==> src/rtl/seq_det_pkg.sv <==
// Shared constants for the sequence-detector family.
// The serializer and the detectors use the same word width and idle fill bit.
package seq_det_pkg;

    typedef enum logic {
        ST_IDLE  = 1'b0,
        ST_SHIFT = 1'b1
    } state_t;

    localparam int unsigned SEQ_DET_WIDTH    = 8;
    localparam logic        SEQ_DET_IDLE_BIT = 1'b0;

endpackage

==> src/rtl/seq_det_bit_serializer.sv <==
// Parallel-in/serial-out front end that feeds the serial In port of a detector.
// Words are accepted over valid/ready, and back-to-back words form a gap-free bit stream.
module seq_det_bit_serializer
    import seq_det_pkg::*;
#(
    parameter int unsigned WIDTH     = SEQ_DET_WIDTH,
    parameter bit          MSB_FIRST = 1'b1,
    parameter logic        IDLE_BIT  = SEQ_DET_IDLE_BIT
) (
    input  logic                     Clk,
    input  logic                     Rst,
    input  logic [WIDTH-1:0]         Din,
    input  logic                     Din_valid,
    output logic                     Din_ready,
    output logic                     Sout,
    output logic                     Sout_valid,
    output logic                     Word_done,
    output logic [$clog2(WIDTH)-1:0] Bit_cnt
);

    localparam int unsigned     CW   = $clog2(WIDTH);
    localparam logic [CW-1:0]   LAST = CW'(WIDTH - 1);

    state_t           state;
    logic [WIDTH-1:0] sr;
    logic [WIDTH-1:0] sr_shift;
    logic [CW-1:0]    cnt;
    logic             last;
    logic             accept;

    // The bit at the output end of a word: this is the next bit to drive on Sout.
    function automatic logic head(input logic [WIDTH-1:0] w);
        return MSB_FIRST ? w[WIDTH-1] : w[0];
    endfunction

    assign last      = (cnt == LAST);
    assign Din_ready = !Rst && ((state == ST_IDLE) || ((state == ST_SHIFT) && last));
    assign accept    = Din_valid && Din_ready;
    assign Word_done = Sout_valid && last;
    assign Bit_cnt   = cnt;

    always_comb begin
        sr_shift = MSB_FIRST ? (sr << 1) : (sr >> 1);
    end

    always_ff @(posedge Clk) begin
        if (Rst) begin
            state      <= ST_IDLE;
            sr         <= '0;
            cnt        <= '0;
            Sout       <= IDLE_BIT;
            Sout_valid <= 1'b0;
        end else if (accept) begin
            // An accept in the last-bit cycle reloads the register with no fill gap.
            state      <= ST_SHIFT;
            sr         <= Din;
            cnt        <= '0;
            Sout       <= head(Din);
            Sout_valid <= 1'b1;
        end else if ((state == ST_SHIFT) && !last) begin
            sr         <= sr_shift;
            cnt        <= cnt + CW'(1);
            Sout       <= head(sr_shift);
        end else begin
            state      <= ST_IDLE;
            cnt        <= '0;
            Sout       <= IDLE_BIT;
            Sout_valid <= 1'b0;
        end
    end

endmodule

==> config.mk <==
export PLATFORM = sky130hd
export DESIGN_NAME = seq_det_bit_serializer
export DESIGN_NICKNAME = d
export VERILOG_FILES = /design/src/rtl/seq_det_pkg.sv /design/src/rtl/seq_det_bit_serializer.sv
export SDC_FILE = /design/constraint.sdc
export NUM_CORES = 1
export LEC_CHECK = 0
export CORE_AREA = 2 2 39 41
export DETAILED_ROUTE_END_ITERATION = 8
export DIE_AREA = 0 0 41 43
export PLACE_DENSITY = 0.83
export SLEW_MARGIN = 20
export SYNTH_ARGS = -nofsm -noshare
export SYNTH_HDL_FRONTEND = slang
export SYNTH_SLANG_ARGS = --single-unit
==> constraint.sdc <==
create_clock -name Clk -period 4.27 [get_ports Clk]
set_clock_uncertainty 0.05 [all_clocks]
set_input_delay 0.427 -clock Clk [delete_from_list [all_inputs] [get_ports Clk]]
set_output_delay 0.427 -clock Clk [all_outputs]
set_load 0.01 [all_outputs]
Word level (Yosys, flattened, before mapping)
Cells that the tools add are included.
Storage, ports and cells
  register bits: 12
Operators by class
  bitwise operators: 2
  reductions and logical operators: 9
  eq/ne operators: 2
  multiplexer cells: 6
  add/sub/neg operators: 1
Operator list (number)
  $mux W7: 2
  $logic_and A1 B1 Y1: 4
  $mux W1: 4
  $add A3 B1 Y3 const B: 1
  $eq A3 B3 Y1 const B: 1
  $reduce_or A3 Y1: 1
  $logic_not A1 Y1: 2
  $ne A2 B2 Y1 const B: 1
  $not A1 Y1: 2
  $reduce_bool A2 Y1: 1
  $logic_or A1 B1 Y1: 1

Logic depth before layout (Yosys ltp)
Gate-level depths: netlist of the first run.
  depth in word-level cells: 6
  gate-level depth with buffers: 7
  gate-level depth less buffers: 5

Worst setup path before layout of the first run
No wires, ideal clock.
  kind: reg2out
  from: register cnt[0], in the netlist Bit_cnt[0]
  to: output Din_ready
  data arrival time: 1.073 ns
  slack: 2.720 ns
  cell stages (with the launch flop): 5
  path through: dfxtp_1 > ha_1 > ha_1 > and2b_1 > nor2_1
On the way
  cells in the longest elaborated chain, start to end: 4
RTL lines
  from (decl): RTL line seq_det_bit_serializer.sv:27  | logic [CW-1:0] cnt;
  from (signal assigned): RTL line seq_det_bit_serializer.sv:62  | cnt <= cnt + CW'(1);
  $eq A3 B3 Y1: RTL line seq_det_bit_serializer.sv:36  | assign last = (cnt == LAST);
  $logic_and A1 B1 Y1
  $logic_or A1 B1 Y1: RTL line seq_det_bit_serializer.sv:37  | assign Din_ready = !Rst && ((state == ST_IDLE) || ((state == ST_SHIFT) && last));
  $logic_and A1 B1 Y1: RTL line seq_det_bit_serializer.sv:37
  to (decl): RTL line seq_det_bit_serializer.sv:14  | output logic Din_ready,
No other way between the ends.

Worst setup path in the final report of the first run
  from: input Rst
  to: output Din_ready
On the way
  cells in the longest elaborated chain, start to end: 2
RTL lines
  from (decl): RTL line seq_det_bit_serializer.sv:11  | input logic Rst,
  $logic_not A1 Y1: RTL line seq_det_bit_serializer.sv:37
  $logic_and A1 B1 Y1: RTL line seq_det_bit_serializer.sv:37
No other way between the ends.

==> results.rst, run 1 <==
.. list-table::
   :header-rows: 1

   * - Metric
     - Value
   * - TritonRoute pass-1 iters
     - 4
   * - CP Max Fanout
     - 13
   * - Clock network latency to the later pin of the worst-skew pair
     - 0.26 ns
   * - Final RePlAce weighted congestion
     - 0.662
   * - HP Start
     - sr[6]$_SDFFE_PP0P_
   * - CP dominant cell by count
     - sky130_fd_sc_hd__clkdlybuf4s50_1
   * - Critical path's largest stage delay
     - 0.88 ns
   * - R2R depth
     - 5
   * - Maximum buffer depth of the clock tree
     - 2
   * - Initial Util
     - 0.421
   * - DR iter-0 viols
     - 6
   * - Width of the chip
     - 41 µm
   * - Reg-to-reg setup timing slack
     - 2.44 ns
   * - Minimum clock period after layout
     - 2.39 ns
   * - Total overflow reported by the global router
     - 0
   * - Final WS setup
     - 1.88 ns
   * - Reg-to-reg endpoint
     - sr[6]$_SDFFE_PP0P_
   * - Combinational cell fraction of total power
     - 0.166
   * - Seq cells post-synth
     - 12
   * - Cell with the largest stage delay on the worst path
     - sky130_fd_sc_hd__clkdlybuf4s50_1
   * - Hold-fix buffers, CTS
     - 0
   * - Area growth from synthesis to layout
     - 30.7%
   * - CTS tree
     - built
   * - Post-route DRC
     - 0
   * - Start of the worst register-to-register path
     - Bit_cnt[0]$_SDFF_PP0_
   * - Pwr Density
     - 333 nW/µm²
   * - Antenna violations before repair
     - 0
   * - Outcome
     - finished, final reports clean
   * - Overall via count from detail_route
     - 406
   * - Number of instances in the synthesized netlist
     - 50
   * - Maximum resistive drop on vdd
     - 178 µV
   * - Clock share of power
     - 0.348
   * - Crit-path cells
     - clkdlybuf4s50_1, nor2_1, clkdlybuf4s50_1
   * - Final clock period utilization by the worst path
     - 0.560
   * - Number of buffers created by CTS
     - 3
   * - Count of cell types in the netlist
     - 17
   * - Share of the core filled with cells in the final layout
     - 0.551
   * - Required time of the critical path
     - 3.79 ns
   * - Top achievable clock speed
     - 418 MHz
   * - Signal arrival time at the worst endpoint
     - 1.91 ns
   * - Startpoint class of the critical path
     - primary input
   * - Kind of path behind the tightest hold check
     - reg2reg
   * - Area taken by flip-flops and latches
     - 240 µm²
   * - Final Setup Violations
     - 0
   * - Routed Wire Length
     - 923 µm
   * - Nets@finish
     - 81
   * - Max-slew violations
     - 0
   * - Number of placement rows
     - 14
   * - Synth warn
     - 0
   * - Share of synthesized area occupied by flip-flops and latches
     - 0.412
   * - H-Tree Depth
     - 1
   * - Final TNS setup
     - 0 ns
   * - Nets in the synthesized netlist
     - 63
   * - Number of nets still failing antenna checks after routing
     - 0
   * - Average wire per standard cell
     - 11.1 µm
   * - Most frequent cells in the layout
     - sky130_fd_sc_hd__clkdlybuf4s50_1, sky130_fd_sc_hd__dfxtp_1, sky130_fd_sc_hd__nor2_1
   * - Worst Hold Depth
     - 2
   * - Final worst hold slack
     - 0.421 ns
   * - Hold path endpoint
     - Sout$_SDFF_PP0_
   * - Global-route wire length before repair
     - 1450 µm
   * - Count of cells resized by post-cts repair
     - 0
   * - Die Footprint
     - 1760 µm²
   * - Count of max-cap constraint violations
     - 0
   * - Worst slack at placement
     - 1.87 ns
   * - Slew @ Worst Pin
     - 0.830 ns
   * - Clock sink total
     - 12
   * - Antenna Cells
     - 0
   * - Relative contribution of sequential cells to total power
     - 0.486
   * - RSZ-0062 raised after global routing
     - no
   * - Input/output buffers
     - 17
   * - Number of placed I/O pins
     - 18
   * - Most common cell after layout, fill and taps aside
     - sky130_fd_sc_hd__clkdlybuf4s50_1
   * - Combined area of all synthesized cells
     - 583 µm²
   * - Master cell of the clock root buffer
     - sky130_fd_sc_hd__clkbuf_4
   * - Area taken by multi-input logic gates
     - 295 µm²
   * - Postcts setup bufs
     - 0
   * - Net switching share of the total power
     - 0.235
   * - Avg Vias per Cell
     - 4.89
   * - Standby leakage power
     - 0.305 nW
   * - Die Span Y
     - 43 µm
   * - Global-route usage over all layers
     - 0.124
   * - Clock-pin slew reported for the worst setup and hold paths after clock tree synthesis
     - 0.07 ns
   * - Power dissipated by switching net loads
     - 0.0000597 W
   * - Share of layout cells above drive strength 1
     - 0.239
   * - Largest net degree at the start of global routing
     - 17
   * - Cell internal power dissipation
     - 0.000194 W
   * - Critical path startpoint
     - Rst
   * - Count of fill cells added during filler insertion
     - 131
   * - Capturing element type of the critical path
     - output port
   * - Std-Cell Core Area
     - 1380 µm²
   * - Via count of the first global-routing pass
     - 369
   * - Headroom to the max-slew limit
     - 0.447
   * - Final hold viol count
     - 0
   * - Average size of a mapped cell
     - 11.7 µm²
   * - Worst setup path class
     - in2out
metal layers:
metal  wire length, µm  GRT usage
met5                 0          0
met1               399      0.154
met2               449      0.172
met3                60     0.0314
met4                14      0.100
flip-flops by register name (all words and copies together) (netlist names):
register and flops:
sr 7, Bit_cnt 3, Sout 1, state 1
stage by stage:
step	power [W]	instances	area, µm²
2_1_floorplan	0.000155	50	583
3_3_place_gp	0.000167	79	726
3_5_place_dp	0.000168	79	726
4_1_cts	0.000257	83	762
5_1_grt	0.000264	83	762
6_report	0.000253	83	762
critical path: cells and delay by family:
kind | cells | cell delay, ns
buffers and inverters | 2 | 1.38
and+or+nand+nor | 1 | 0.10
kinds of logic after synthesis:
group                      count (synthesis)  synth area share
AOI/OAI and AO/OA                          7             0.144
DFF                                       12             0.412
adders and majority gates                  2            0.0429
and+or+nand+nor                           18             0.200
muxes                                      7             0.120
buffers and inverters                      4            0.0815
Yosys cell counts, drive strengths merged:
| cell | instances | area share |
|---|---|---|
| a211oi | 6 | 0.13 |
| a21oi | 1 | 0.015 |
| and2 | 1 | 0.013 |
| and2b | 1 | 0.013 |
| buf | 4 | 0.082 |
| dfxtp | 12 | 0.41 |
| ha | 2 | 0.043 |
| mux2i | 7 | 0.12 |
| nand2 | 1 | 0.0064 |
| nand2b | 1 | 0.011 |
| nand3 | 1 | 0.030 |
| nor2 | 9 | 0.058 |
| nor3 | 2 | 0.026 |
| nor3b | 2 | 0.043 |
worst max path at each step:
stage,to
2_1_floorplan,Din_ready
3_3_place_gp,Din_ready
3_5_place_dp,Din_ready
4_1_cts,Din_ready
5_1_grt,Din_ready
6_report,Din_ready
layout make-up:
| type | instances | area share |
|---|---|---|
| Multi-Input combinational cell | 34 | 0.388 |
| Clock buffer | 4 | 0.0476 |
| Tap cell | 16 | 0.0263 |
| Timing Repair Buffer | 17 | 0.223 |
| Sequential cell | 12 | 0.315 |
power by group through the flow:
stage / sequential [W] / clock (W) / combinational [W]
2_1_floorplan: 0.000126 / 0 / 0.0000292
3_3_place_gp: 0.000125 / 0 / 0.0000420
3_5_place_dp: 0.000126 / 0 / 0.0000424
4_1_cts: 0.000123 / 0.0000910 / 0.0000426
5_1_grt: 0.000124 / 0.0000947 / 0.0000458
6_report: 0.000123 / 0.0000883 / 0.0000420
(Power assumes the default switching activity.)
==> run 2, diff against run 1 <==
- CORE_AREA: 2 2 39 41 -> unset
- CORE_UTILIZATION: unset -> 43
- DIE_AREA: 0 0 41 43 -> unset
- PLACE_DENSITY: 0.83 -> 0.82
- clock period: 4.27 -> 2.25 ns (I/O delays scaled with it)
==> run 2 against run 1 <==
  * Clock power up 98%
  * Die area decreased by 14%
  * Count of clock-buffer cells in the layout is the same
  * Cell area is 2.6% higher
  * Wire length up 15%
  * Cell count rose by 1.2%
  * Total power is 95% higher
  * Sequential cell count unchanged
  * Sequential power up 90%
  * Register-to-register slack worse by 1.6 ns
  * Critical endpoint unchanged
  * Largest power group unchanged
  * Highest routed layer unchanged
==> results.rst, run 2 (synthesized netlist as in run 1, its figures left out) <==
.. list-table::
   :header-rows: 1

   * - Metric
     - Value
   * - Die Span Y
     - 38.8 µm
   * - Avg Vias per Cell
     - 5.01
   * - Maximum resistive drop on vdd
     - 302 µV
   * - Power dissipated by switching net loads
     - 0.000123 W
   * - Hold-fix buffers, CTS
     - 0
   * - Top achievable clock speed
     - 466 MHz
   * - Clock network latency to the later pin of the worst-skew pair
     - 0.28 ns
   * - H-Tree Depth
     - 1
   * - CTS tree
     - built
   * - RSZ-0062 raised after global routing
     - no
   * - Maximum buffer depth of the clock tree
     - 2
   * - Number of standard cells in the layout, taps in and fillers out
     - 84
   * - Pwr Density
     - 633 nW/µm²
   * - Reg-to-reg setup timing slack
     - 0.81 ns
   * - Nets@finish
     - 84
   * - Clock share of power
     - 0.353
   * - Die Footprint
     - 1510 µm²
   * - Routed Wire Length
     - 1060 µm
   * - Count of max-cap constraint violations
     - 0
   * - Number of placement rows
     - 12
   * - Most common cell after layout, fill and taps aside
     - sky130_fd_sc_hd__clkdlybuf4s50_1
   * - Post-Place Cells
     - 80
   * - Kind of path behind the tightest hold check
     - reg2reg
   * - R2R depth
     - 6
   * - Antenna Cells
     - 0
   * - TritonRoute pass-1 iters
     - 2
   * - Largest net degree at the start of global routing
     - 13
   * - Clock sink total
     - 12
   * - Most frequent cells in the layout
     - sky130_fd_sc_hd__clkdlybuf4s50_1, sky130_fd_sc_hd__dfxtp_1, sky130_fd_sc_hd__nor2_1
   * - Count of cells resized by post-cts repair
     - 0
   * - Worst setup path class
     - reg2out
   * - Standby leakage power
     - 0.318 nW
   * - Number of nets still failing antenna checks after routing
     - 0
   * - Detailed Place HPWL
     - 793 µm
   * - CP Max Fanout
     - 4
   * - Antenna violations before repair
     - 0
   * - Average wire per standard cell
     - 12.6 µm
   * - Cell with the largest stage delay on the worst path
     - sky130_fd_sc_hd__clkdlybuf4s50_1
   * - Master cell of the clock root buffer
     - sky130_fd_sc_hd__clkbuf_4
   * - Overall via count from detail_route
     - 421
   * - Crit-path cells
     - ha_1, ha_1, and2b_1, nor2_1, clkdlybuf4s50_1
   * - Postcts setup bufs
     - 0
   * - Final worst hold slack
     - 0.427 ns
   * - Total overflow reported by the global router
     - 0
   * - Hold path endpoint
     - Sout$_SDFF_PP0_
   * - HP Start
     - sr[6]$_SDFFE_PP0P_
   * - Final Setup Violations
     - 0
   * - Post-route DRC
     - 0
   * - Via count of the first global-routing pass
     - 415
   * - Relative contribution of sequential cells to total power
     - 0.473
   * - Minimum clock period after layout
     - 2.15 ns
   * - Worst Hold Depth
     - 2
   * - Cell internal power dissipation
     - 0.000372 W
   * - Max-slew violations
     - 0
   * - Reg-to-reg endpoint
     - sr[1]$_SDFFE_PP0P_
   * - Net switching share of the total power
     - 0.248
   * - Final RePlAce weighted congestion
     - 0.685
   * - Width of the chip
     - 38.8 µm
   * - Startpoint class of the critical path
     - flop
   * - Number of buffers created by CTS
     - 3
   * - Outcome
     - finished, final reports clean
   * - Slew @ Worst Pin
     - 0.542 ns
   * - Final clock period utilization by the worst path
     - 0.955
   * - CP dominant cell by count
     - sky130_fd_sc_hd__ha_1
   * - Signal arrival time at the worst endpoint
     - 1.87 ns
   * - Final TNS setup
     - 0 ns
   * - Clock-pin slew reported for the worst setup and hold paths after clock tree synthesis
     - 0.07 ns
   * - Largest Register
     - sr
   * - Share of layout cells above drive strength 1
     - 0.271
   * - Global-route usage over all layers
     - 0.171
   * - Critical path's largest stage delay
     - 0.54 ns
   * - Input/output buffers
     - 17
   * - Share of the core filled with cells in the final layout
     - 0.659
   * - Flip-flop count of the largest register after layout
     - 7
   * - Std-Cell Core Area
     - 1190 µm²
   * - Final hold viol count
     - 0
   * - Start of the worst register-to-register path
     - Bit_cnt[0]$_SDFF_PP0_
   * - DR iter-0 viols
     - 3
   * - Post-route total power
     - 0.000495 W
   * - Initial Util
     - 0.492
   * - Global-route wire length before repair
     - 1660 µm
   * - Number of placed I/O pins
     - 18
   * - Required time of the critical path
     - 1.98 ns
   * - Area growth from synthesis to layout
     - 34.1%
   * - Capturing element type of the critical path
     - output port
   * - Headroom to the max-slew limit
     - 0.638
   * - Combinational cell fraction of total power
     - 0.174
==> run 2: metrics by stage <==
stage | cell area, µm² | worst slack (ns)
after floorplan | 583 | 0.825
after global placement | 746 | 0.477
after detailed placement | 746 | 0.431
after CTS | 782 | 0.116
after global routing | 782 | 0.0189
final | 782 | 0.102
==> run 2: metal layers <==
metal,share of wire,vias to the layer above,GRT usage
met1,0.45,191,0.184
met3,0.062,3,0.0347
li1,-,212,-
met4,0.025,0,0.129
met5,0,-,0
met2,0.46,15,0.288
==> run 2: worst max path at each step <==
stage	startpoint	end	slack [ns]	cells past startpoint
after floorplan	Bit_cnt[0]$_SDFF_PP0_	Sout$_SDFF_PP0_	0.83	7
after global placement	Bit_cnt[0]$_SDFF_PP0_	Din_ready	0.48	5
after detailed placement	Bit_cnt[0]$_SDFF_PP0_	Din_ready	0.43	5
after CTS	Bit_cnt[0]$_SDFF_PP0_	Din_ready	0.12	5
after global routing	Bit_cnt[0]$_SDFF_PP0_	Din_ready	0.02	5
final	Bit_cnt[0]$_SDFF_PP0_	Din_ready	0.10	5
==> run 2: area by class of cell <==
class                           count  area [µm²]
Clock buffer                        4        36.3
Fill cell                         100         404
Multi-Input combinational cell     34         295
Sequential cell                    12         240
Tap cell                           14        17.5
Timing Repair Buffer               20         193
==> run 2: worst max-delay path, delay by kind of cell (launching register included) <==
kind,cells,cell delay [ns]
simple gates,2,0.33
buf+inv,1,0.54
flops,1,0.38
fa+ha+maj,2,0.34
==> run 2: power by group through the flow <==
stage | Sequential, W | Clock, W | Combinational (W)
finish | 0.000234 | 0.000175 | 0.0000860
global route | 0.000236 | 0.000189 | 0.0000926
CTS | 0.000234 | 0.000177 | 0.0000868
detailed placement | 0.000239 | 0 | 0.0000863
global placement | 0.000238 | 0 | 0.0000850
floorplan | 0.000239 | 0 | 0.0000554
==> run 3, diff against run 2 <==
- CTS_BUF_LIST: unset -> sky130_fd_sc_hd__clkbuf_4 sky130_fd_sc_hd__clkbuf_8 sky130_fd_sc_hd__clkbuf_16
==> results of run 3 <==
The final DEF is identical to that of run 2; final timing and power are the same.
